$ cat src/rtl/pwm_pkg.sv
// Shared definitions for the PWM subsystem: measurement FSM encodings,
// the common tick-rate default and the duty full-scale helper.
package pwm_pkg;

    localparam int unsigned STATE_W = 2;

    localparam logic [STATE_W-1:0] ST_SEEK = 2'd0;
    localparam logic [STATE_W-1:0] ST_HIGH = 2'd1;
    localparam logic [STATE_W-1:0] ST_LOW  = 2'd2;

    // clk cycles per sample tick; generator and capture share this default
    localparam int unsigned TICK_DIV = 1;

    // Full-scale duty value 2^r-1
    function automatic logic [31:0] duty_max(input int unsigned r);
        return (r >= 32) ? 32'hFFFF_FFFF : ((32'd1 << r) - 32'd1);
    endfunction

endpackage

$ cat src/rtl/pwm_div.sv
// Unsigned restoring divider producing an R-bit quotient in R clocks.
// The upper W bits of the dividend must be smaller than the divisor.
module pwm_div
    import pwm_pkg::*;
#(
    parameter int unsigned R = 8,
    parameter int unsigned W = 16
) (
    input  logic           clk,
    input  logic           reset,
    input  logic           start,
    input  logic [W+R-1:0] dividend,
    input  logic [W-1:0]   divisor,
    output logic           busy,
    output logic           done,
    output logic [R-1:0]   quotient
);
    localparam int unsigned CW = $clog2(R + 1);

    logic [W-1:0]  rem_q;
    logic [R-1:0]  low_q;
    logic [R-1:0]  quo_q;
    logic [CW-1:0] iter_q;

    logic [W-1:0]  rem_in_c;
    logic [R-1:0]  low_in_c;
    logic [R-1:0]  quo_in_c;
    logic [W:0]    trial_c;
    logic [W:0]    diff_c;
    logic          fits_c;
    logic [W-1:0]  rem_nxt_c;
    logic [CW-1:0] iter_nxt_c;
    logic          step_c;

    // The first iteration runs on the start cycle straight from the inputs
    assign rem_in_c   = busy ? rem_q : dividend[W+R-1:R];
    assign low_in_c   = busy ? low_q : dividend[R-1:0];
    assign quo_in_c   = busy ? quo_q : '0;
    assign trial_c    = {rem_in_c, low_in_c[R-1]};
    assign diff_c     = trial_c - {1'b0, divisor};
    assign fits_c     = (trial_c >= {1'b0, divisor});
    assign rem_nxt_c  = fits_c ? diff_c[W-1:0] : trial_c[W-1:0];
    assign iter_nxt_c = busy ? (iter_q + CW'(1)) : CW'(1);
    assign step_c     = busy | start;

    always_ff @(posedge clk or negedge reset) begin
        if (!reset) begin
            rem_q  <= '0;
            low_q  <= '0;
            quo_q  <= '0;
            iter_q <= '0;
            busy   <= 1'b0;
            done   <= 1'b0;
        end else begin
            done <= 1'b0;
            if (step_c) begin
                rem_q  <= rem_nxt_c;
                low_q  <= low_in_c << 1;
                quo_q  <= (quo_in_c << 1) | R'(fits_c);
                iter_q <= iter_nxt_c;
                if (iter_nxt_c == CW'(R)) begin
                    busy <= 1'b0;
                    done <= 1'b1;
                end else begin
                    busy <= 1'b1;
                end
            end
        end
    end

    assign quotient = quo_q;

endmodule

$ cat src/rtl/pwm_capture.sv
// PWM receiver: measures high time and period of an asynchronous PWM input
// in prescaler ticks, converts them to an R-bit duty word and flags a stuck line.
module pwm_capture
    import pwm_pkg::*;
#(
    parameter int unsigned R   = 8,
    parameter int unsigned W   = 16,
    parameter int unsigned DIV = TICK_DIV
) (
    input  logic         clk,
    input  logic         reset,
    input  logic         pwm_in,
    output logic [R-1:0] duty,
    output logic [W-1:0] period,
    output logic [W-1:0] high_time,
    output logic         valid,
    output logic         stuck
);
    localparam int unsigned  PW       = (DIV > 1) ? $clog2(DIV) : 1;
    localparam logic [W-1:0] CNT_MAX  = {W{1'b1}};
    localparam logic [R-1:0] DUTY_MAX = R'(duty_max(R));

    logic          sync_q;
    logic          s;
    logic          s_prev;
    logic [PW-1:0] pre_cnt;
    logic          tick_c;
    logic          rise_c;
    logic          fall_c;

    logic [STATE_W-1:0] state;
    logic [STATE_W-1:0] state_nxt;
    logic [W-1:0]       per_cnt;
    logic [W-1:0]       per_nxt;
    logic [W-1:0]       per_inc_c;
    logic [W-1:0]       hi_cap;
    logic [W-1:0]       hi_nxt;
    logic               sat_c;
    logic               capture_c;
    logic               stuck_evt_c;

    logic [W-1:0]   cap_period;
    logic [W-1:0]   cap_high;
    logic           start_q;
    logic [W+R-1:0] dividend_c;
    logic           div_busy;
    logic           div_done;
    logic [R-1:0]   div_quo;

    // Two-flop synchronizer
    always_ff @(posedge clk or negedge reset) begin
        if (!reset) begin
            sync_q <= 1'b0;
            s      <= 1'b0;
        end else begin
            sync_q <= pwm_in;
            s      <= sync_q;
        end
    end

    assign tick_c = (pre_cnt == PW'(DIV - 1));

    always_ff @(posedge clk or negedge reset) begin
        if (!reset) begin
            pre_cnt <= '0;
            s_prev  <= 1'b0;
        end else begin
            pre_cnt <= tick_c ? '0 : (pre_cnt + PW'(1));
            if (tick_c) begin
                s_prev <= s;
            end
        end
    end

    assign rise_c    = tick_c & s & ~s_prev;
    assign fall_c    = tick_c & ~s & s_prev;
    assign sat_c     = (per_cnt == CNT_MAX);
    assign per_inc_c = sat_c ? per_cnt : (per_cnt + W'(1));

    always_ff @(posedge clk or negedge reset) begin
        if (!reset) begin
            state   <= ST_SEEK;
            per_cnt <= '0;
            hi_cap  <= '0;
        end else begin
            state   <= state_nxt;
            per_cnt <= per_nxt;
            hi_cap  <= hi_nxt;
        end
    end

    // An edge on the saturating tick wins over the stuck detection
    always_comb begin
        state_nxt   = state;
        per_nxt     = per_cnt;
        hi_nxt      = hi_cap;
        capture_c   = 1'b0;
        stuck_evt_c = 1'b0;
        if (tick_c) begin
            case (state)
                ST_SEEK: begin
                    if (rise_c) begin
                        state_nxt = ST_HIGH;
                        per_nxt   = W'(1);
                    end
                end
                ST_HIGH: begin
                    if (fall_c) begin
                        hi_nxt    = per_cnt;
                        per_nxt   = per_inc_c;
                        state_nxt = ST_LOW;
                    end else if (sat_c) begin
                        state_nxt   = ST_SEEK;
                        stuck_evt_c = 1'b1;
                    end else begin
                        per_nxt = per_inc_c;
                    end
                end
                ST_LOW: begin
                    if (rise_c) begin
                        capture_c = 1'b1;
                        per_nxt   = W'(1);
                        state_nxt = ST_HIGH;
                    end else if (sat_c) begin
                        state_nxt   = ST_SEEK;
                        stuck_evt_c = 1'b1;
                    end else begin
                        per_nxt = per_inc_c;
                    end
                end
                default: begin
                    state_nxt = ST_SEEK;
                end
            endcase
        end
    end

    // Captures arriving while a division is pending or running are dropped
    always_ff @(posedge clk or negedge reset) begin
        if (!reset) begin
            cap_period <= '0;
            cap_high   <= '0;
            start_q    <= 1'b0;
        end else begin
            start_q <= 1'b0;
            if (capture_c && !start_q && !div_busy) begin
                cap_period <= per_cnt;
                cap_high   <= hi_cap;
                start_q    <= 1'b1;
            end
        end
    end

    assign dividend_c = {cap_high, {R{1'b0}}};

    pwm_div #(
        .R(R),
        .W(W)
    ) u_div (
        .clk      (clk),
        .reset    (reset),
        .start    (start_q),
        .dividend (dividend_c),
        .divisor  (cap_period),
        .busy     (div_busy),
        .done     (div_done),
        .quotient (div_quo)
    );

    always_ff @(posedge clk or negedge reset) begin
        if (!reset) begin
            duty      <= '0;
            period    <= '0;
            high_time <= '0;
            valid     <= 1'b0;
            stuck     <= 1'b0;
        end else begin
            valid <= 1'b0;
            if (div_done) begin
                duty      <= div_quo;
                period    <= cap_period;
                high_time <= cap_high;
                valid     <= 1'b1;
                stuck     <= 1'b0;
            end else if (stuck_evt_c) begin
                duty      <= s ? DUTY_MAX : '0;
                period    <= '0;
                high_time <= '0;
                valid     <= 1'b1;
                stuck     <= 1'b1;
            end
        end
    end

endmodule

$ cat config.mk
export PLATFORM = sky130hd
export DESIGN_NAME = pwm_capture
export DESIGN_NICKNAME = d
export VERILOG_FILES = /design/src/rtl/pwm_pkg.sv /design/src/rtl/pwm_div.sv /design/src/rtl/pwm_capture.sv
export SDC_FILE = /design/constraint.sdc
export NUM_CORES = 1
export LEC_CHECK = 0
export ABC_CLOCK_PERIOD_IN_PS = 3980
export BUFFER_PORTS_ARGS = -buffer_cell sky130_fd_sc_hd__buf_2
export CORE_AREA = 8 8 164 166
export CTS_CLUSTER_DIAMETER = 200
export DETAILED_ROUTE_END_ITERATION = 10
export DIE_AREA = 0 0 172 174
export PLACE_DENSITY = 0.42
export RECOVER_POWER = 25
export SYNTH_ARGS = -nofsm -noshare
export SYNTH_HDL_FRONTEND = slang
export SYNTH_SLANG_ARGS = --single-unit
$ cat constraint.sdc
create_clock -name clk -period 3.98 [get_ports clk]
set_input_delay 0.199 -clock clk [delete_from_list [all_inputs] [get_ports clk]]
set_output_delay 0.199 -clock clk [all_outputs]
set_load 0.01 [all_outputs]
# Word-level counts from Yosys, hierarchy flattened

Index checks and enable logic that the tools add are counted.

$add $sub $neg: 4
Order comparisons: 1
Eq/ne operators: 5
Muxes and demuxes: 39
Bitwise gates (word level): 9
Reduce and logical (&&, ||, !) cells: 10

Operator list:

| operator                                      | number |
|---|---|
| 2-to-1 mux 16 bit                             | 10 |
| one-hot mux 16 bit (3 select lines)           | 1 |
| 2-to-1 mux 8 bit                              | 4 |
| greater-or-equal comparator 17 x 16 -> 1 bit  | 1 |
| adder 16 x 1 -> 16 bit, second input constant | 1 |
| == test 16 bit, second input constant         | 1 |
| 2-to-1 mux 1 bit                              | 16 |
| subtractor 16 bit                             | 1 |
| 2-to-1 mux 2 bit                              | 4 |
| OR 8 x 1 -> 8 bit                             | 1 |
| 2-to-1 mux 7 bit                              | 1 |
| one-hot mux 2 bit (3 select lines)            | 1 |
| AND reduction 3 bit                           | 2 |
| adder 4 x 1 -> 4 bit, second input constant   | 1 |
| bitwise AND 1 bit                             | 4 |
| == test 4 bit, second input constant          | 1 |
| 2-to-1 mux 4 bit                              | 1 |
| inverter 1 bit                                | 3 |
| nonzero test 3 bit                            | 1 |
| == test 2 x 1 -> 1 bit, second input constant | 1 |
| == test 2 bit, second input constant          | 1 |
| logical AND 1 bit                             | 2 |
| zero test 1 bit                               | 2 |
| zero test 2 bit                               | 1 |
| other kinds (6)                               | 6 |

Register bits: 150
Input port bits: 3
Output and inout port bits: 42
Word-level logic and storage cells: 89

# Longest topological paths before layout

Depth after elaboration: 9
Depth in mapped cells: 12

# Hierarchy

From an unflattened synthesis, not the netlist that was laid out.

Cell total of the unflattened synthesis: 748
Area, all modules: 7462.2 um2

Modules (own cells, without submodules):

| module      | times used | cells an instance | area each (um2) |
|---|---|---|---|
| pwm_capture | 1          | 429               | 4715.8 |
| pwm_div     | 1          | 319               | 2746.4 |

# Worst setup path after synthesis

No wires, ideal clock.

Path kind: reg-to-reg
From: reg u_div.busy
To: reg u_div.rem_q[15]
Data arrival time: 2.863 ns
Setup slack: 0.991 ns
Stages on the path, launching flop included: 12
Buffers on the path: 3
Period minus slack after synthesis: 2.989 ns
Cells stage by stage: dfrtp_1 > buf_2 > buf_1 > mux2_2 > ha_1 > buf_2 > a21oi_1 > inv_2 > o31ai_4 > a21o_1 > a21oi_1 > a221o_1

Longest elaborated chain between the ends: 3
Elaborated cells on any way between the ends: 6
Classes of those cells: add/sub (1); order compare (1); mux (3); bitwise (1)

Ends and longest elaborated chain:

| what                                                                                     | RTL line                     | source |
|---|---|---|
| from (decl)                                                                              | pwm_div.sv:14                | `output logic busy,` |
| from (signal assigned)                                                                   | pwm_div.sv:52                | `busy <= 1'b0;` |
| from (signal assigned)                                                                   | pwm_div.sv:62                | `busy <= 1'b0;` |
| from (signal assigned)                                                                   | pwm_div.sv:65                | `busy <= 1'b1;` |
| 2-to-1 mux 8 bit / 2-to-1 mux 16 bit (equally long branches)                             | pwm_div.sv:37, pwm_div.sv:36 |  |
| subtractor 16 bit / greater-or-equal comparator 17 x 16 -> 1 bit (equally long branches) | pwm_div.sv:40, pwm_div.sv:41 |  |
| 2-to-1 mux 16 bit                                                                        | pwm_div.sv:42                | `assign rem_nxt_c = fits_c ? diff_c[W-1:0] : trial_c[W-1:0];` |
| to (signal assigned)                                                                     | pwm_div.sv:57                | `rem_q <= rem_nxt_c;` |
| to (decl)                                                                                | pwm_div.sv:20                | `logic [W-1:0] rem_q;` |

Several ways; a longest one is shown, not always the timed one.
A chain may end at the register's enable or synchronous reset.

# Worst setup path in the final report

From: reg u_div.busy
To: reg u_div.rem_q[9]

Same word-level chain as after synthesis.

==> impl_summary.txt <==
----------------------------------------------------
[Clocking]
  Post-cts repair resize count ... 0
  Clock Sinks ... roughly 140
  Setup fix buffers added after clock tree synthesis ... 0
  Maximum buffer depth of the clock tree ... 2
  Cell at the root of the clock tree ... clkbuf_16
  CTS tree ... done
  Clock transition at the register clock pins on the worst setup and hold paths after CTS ... around 0.06 ns
  Clock buffers created by TritonCTS ... 17
  H-tree depth ... 4
  Clock latency of the later-clocked register in the worst-skew pair ... ~0.42 ns

[Global routing]
  First-pass GRT wire length ... 32700 um
  Global-route congestion overflow total ... 0
  Pin count of the biggest net entering global routing ... a little under 90
  Number of global-route vias before repair ... 5680
  Antenna violations before repair ... 1
  Overall routing resource usage ... 0.141

[Floorplanning]
  Die area ... approximately 30000 um^2
  Die extent in x ... 172 um
  Number of rows in the core area ... 58
  Core Footprint ... ~25000 um^2
  Initial core utilization ... 0.291
  IO Pins ... 45
  Height of the die ... approximately 170 um

[Timing]
  Final total negative setup slack ... 0 ns
  Relative max-transition margin ... -0.513
  Highest Clock Rate ... ~280 MHz
  Hold violation total from the final report ... 0
  Setup repair after global routing missed its margin ... no
  Layout Skew ... ~0.0078 ns
  Fin worst setup slack ... between 0.4 and 0.5 ns
  Slew at the pin with the worst max-slew slack ... around 2.3 ns
  Final setup viols ... 0
  Post-layout min period ... around 3.6 ns
  Part of the cycle the worst path needs ... 0.896
  Pins over their slew limit ... 89

[Route]
  DRC violations left ... 0
  Total wire length ... slightly below 20000 um
  Via count of the routed design ... 5471
  Routed length on met1 ... around 9400 um
  Post-detailed-route count of antenna-violating nets ... 0
  DR WL met2 ... between 9000 and 10000 um
  Top layer reached by signal wires ... met4
  Wirelength per Cell ... 17.8 um
  Vias per inst ... around 4.9
  Violation count after the first detailed-route iteration ... roughly 400
  Met3 wire length ... around 840 um
  Detailed-router iteration count before antenna repair ... 5

[Power and ir drop]
  Leakage component of the power ... around 3.7 nW
  Total power divided by cell area ... between 700 and 800 nW/um^2
  Maximum resistive drop on vdd ... 283 uV

[Synth]
  Library cells used by synthesis ... 59
  Flops & latches, synth ... 142
  Mean cell area of the mapped netlist ... 9.68 um^2
  Synthesized instance count ... 737
  Number of flops mapped to enable cells by yosys ... 0
  Syn nets ... roughly 760
  Predominant post-synthesis flop cell ... dfrtp_1
  Post-synthesis sequential area ratio ... 0.498
  Ys async rst share ... 1.00
  Warnings, synthesis ... 0
  Post-synth design cell area ... a little over 7000 um^2

[Final layout]
  Antenna Cells ... 0
  Final net count ... 801
  Most frequent standard cell in the layout excluding fill and tap cells ... dfrtp_1
  Post-layout instance area ... approximately 8300 um^2
  Fraction of layout cells with a size suffix above 1 ... 0.187
  Commonest non-fill, non-tap cells in the layout ... dfrtp_1 (141), nand2_1 (136), o21ai_0 (58), mux2_2 (46), buf_2 (42)
  Signed area change from the synthesized netlist to the final layout ... 15.7%

[Setup path]
  Largest incremental delay on the critical path ... around 0.87 ns
  Crit path arrival time ... 3.89 ns
  Critical Path Source Type ... register
  Most prevalent standard cell on the critical path ... a21oi_1
  Flop-to-flop setup slack ... 0.41 ns
  CP max FO ... 17
  Required time of the worst setup path ... between 4 and 5 ns
  Origin of the critical flop-to-flop path ... u_div.busy
  Setup crit end kind ... register
  Crit path kind ... register to register
  Critical register-to-register path endpoint ... u_div.rem_q[9]
  Cells along the critical path ... mux2_2 -> ha_1 -> a21oi_1 -> a21oi_1 -> o31ai_4 -> a21oi_2 -> nor2_1 -> o31ai_1
  Number of cells traversed by the worst register-to-register path ... 8
  Cell with the biggest individual delay on the critical path ... dfrtp_1

[Min path]
  Class of the worst hold path ... register to register
  Min-delay src ... sync_q
  Worst hold path stage count ... 0
  Worst hold path endpoint ... s

[Run]
  Max-cap violations ... 1

[Outcome]
  Violations in the final reports ... capacitance limit, slew limit
  Status ... finished with violations

[Placement]
  Placed instance area ... 7690 um^2
  Placed wire-length estimate ... around 14000 um
  Weighted congestion reported at the end of routability-driven placement ... between 0.8 and 0.9
  IO buf count ... between 40 and 50
  Post-Place Worst Slack ... between 0.4 and 0.5 ns

----------------------------------------------------
[worst max-delay path by stage]
stage / from / cells after the start / to
finish: u_div.busy / 8 / u_div.rem_q[9]
global route: u_div.busy / 8 / u_div.rem_q[9]
CTS: u_div.busy / 8 / u_div.rem_q[9]
detailed placement: u_div.busy / 8 / u_div.rem_q[9]
global placement: u_div.busy / 8 / u_div.rem_q[8]
floorplan: u_div.busy / 11 / u_div.rem_q[15]
[per-stage QoR]
stage	hold WS, ns	std cells	util	power [mW]
after floorplan	-0.0966	737	-	3.91
after global placement	0.318	1084	0.314	4.67
after detailed placement	0.320	1084	0.314	4.69
after CTS	0.352	1117	0.337	6.25
after global routing	0.356	1117	0.337	6.68
final	0.350	1117	0.337	6.19
[power breakdown]
| group | internal, mW | switching (mW) |
|---|---|---|
| clock | 0.876 | 0.651 |
| sequential | 1.70 | 0.250 |
| combinational | 1.07 | 1.64 |
[cell families after synthesis]
| logic type | after synthesis | synth area share |
|---|---|---|
| xor+xnor | 14 | 0.0172 |
| buf+inv | 65 | 0.0401 |
| mux | 50 | 0.0782 |
| fa+ha+maj | 23 | 0.0414 |
| simple gates | 252 | 0.163 |
| compound gates | 191 | 0.162 |
| flops | 142 | 0.498 |
[cell type report]
type                       count  area, um^2
clock buffer                  19         443
clock inverter                12         114
fill                        2534       16300
inverter                      25        93.8
multi-input combinational    530        3300
sequential                   142        3550
tap                          330         413
timing repair buffer          59         337
[sequential cells by signal, indices dropped and copies added, names as in the netlist, 2 cells and up]
name,flops
u_div.rem_q,16
per_cnt,16
high_time,16
cap_period,16
state,2
cap_high,16
period,16
hi_cap,16
u_div.quotient,8
u_div.iter_q,4
duty,8
[metal layers]
metal / GRT usage / up-vias
li1: - / 2641
met3: 0.0313 / 29
met4: 0.0503 / 0
met1: 0.188 / 2680
met2: 0.220 / 121
met5: 0 / -
[repair_timing]
action,CTS,global route
setup endpoints to repair,0,0
hold buffers,2,0
endpoints found under the hold margin,87,0
[worst max-delay path, delay by kind of cell (launching register included)]
family                     cells  cell delay, ns
AOI/OAI and AO/OA              5            1.47
adders and majority gates      1            0.42
DFF                            1            0.87
muxes                          1            0.43
and+or+nand+nor                1            0.26
[synth_stat cells (5+ instances only)]
| cell | count | area [um^2] |
|---|---|---|
| o31ai_1 | 10 | 75.1 |
| nor2b_1 | 13 | 81.3 |
| ha_1 | 22 | 275 |
| o31a_1 | 7 | 61.3 |
| xor2_1 | 5 | 43.8 |
| nand3_1 | 18 | 90.1 |
| mux2_2 | 46 | 518 |
| o21ai_0 | 58 | 290 |
| and3_1 | 5 | 31.3 |
| a21oi_1 | 35 | 175 |
| nor2_1 | 29 | 109 |
| nand2b_1 | 16 | 100 |
| o21a_1 | 5 | 37.5 |
| dfrtp_1 | 142 | 3550 |
| o21ai_1 | 32 | 160 |
| nor3_1 | 7 | 35.0 |
| clkbuf_1 | 24 | 90.1 |
| buf_2 | 10 | 50.1 |
| inv_1 | 24 | 90.1 |
| a31oi_1 | 13 | 81.3 |
| xnor2_1 | 9 | 78.8 |
| nand2_1 | 136 | 510 |
Note: power is estimated with default switching activity, not from simulation.
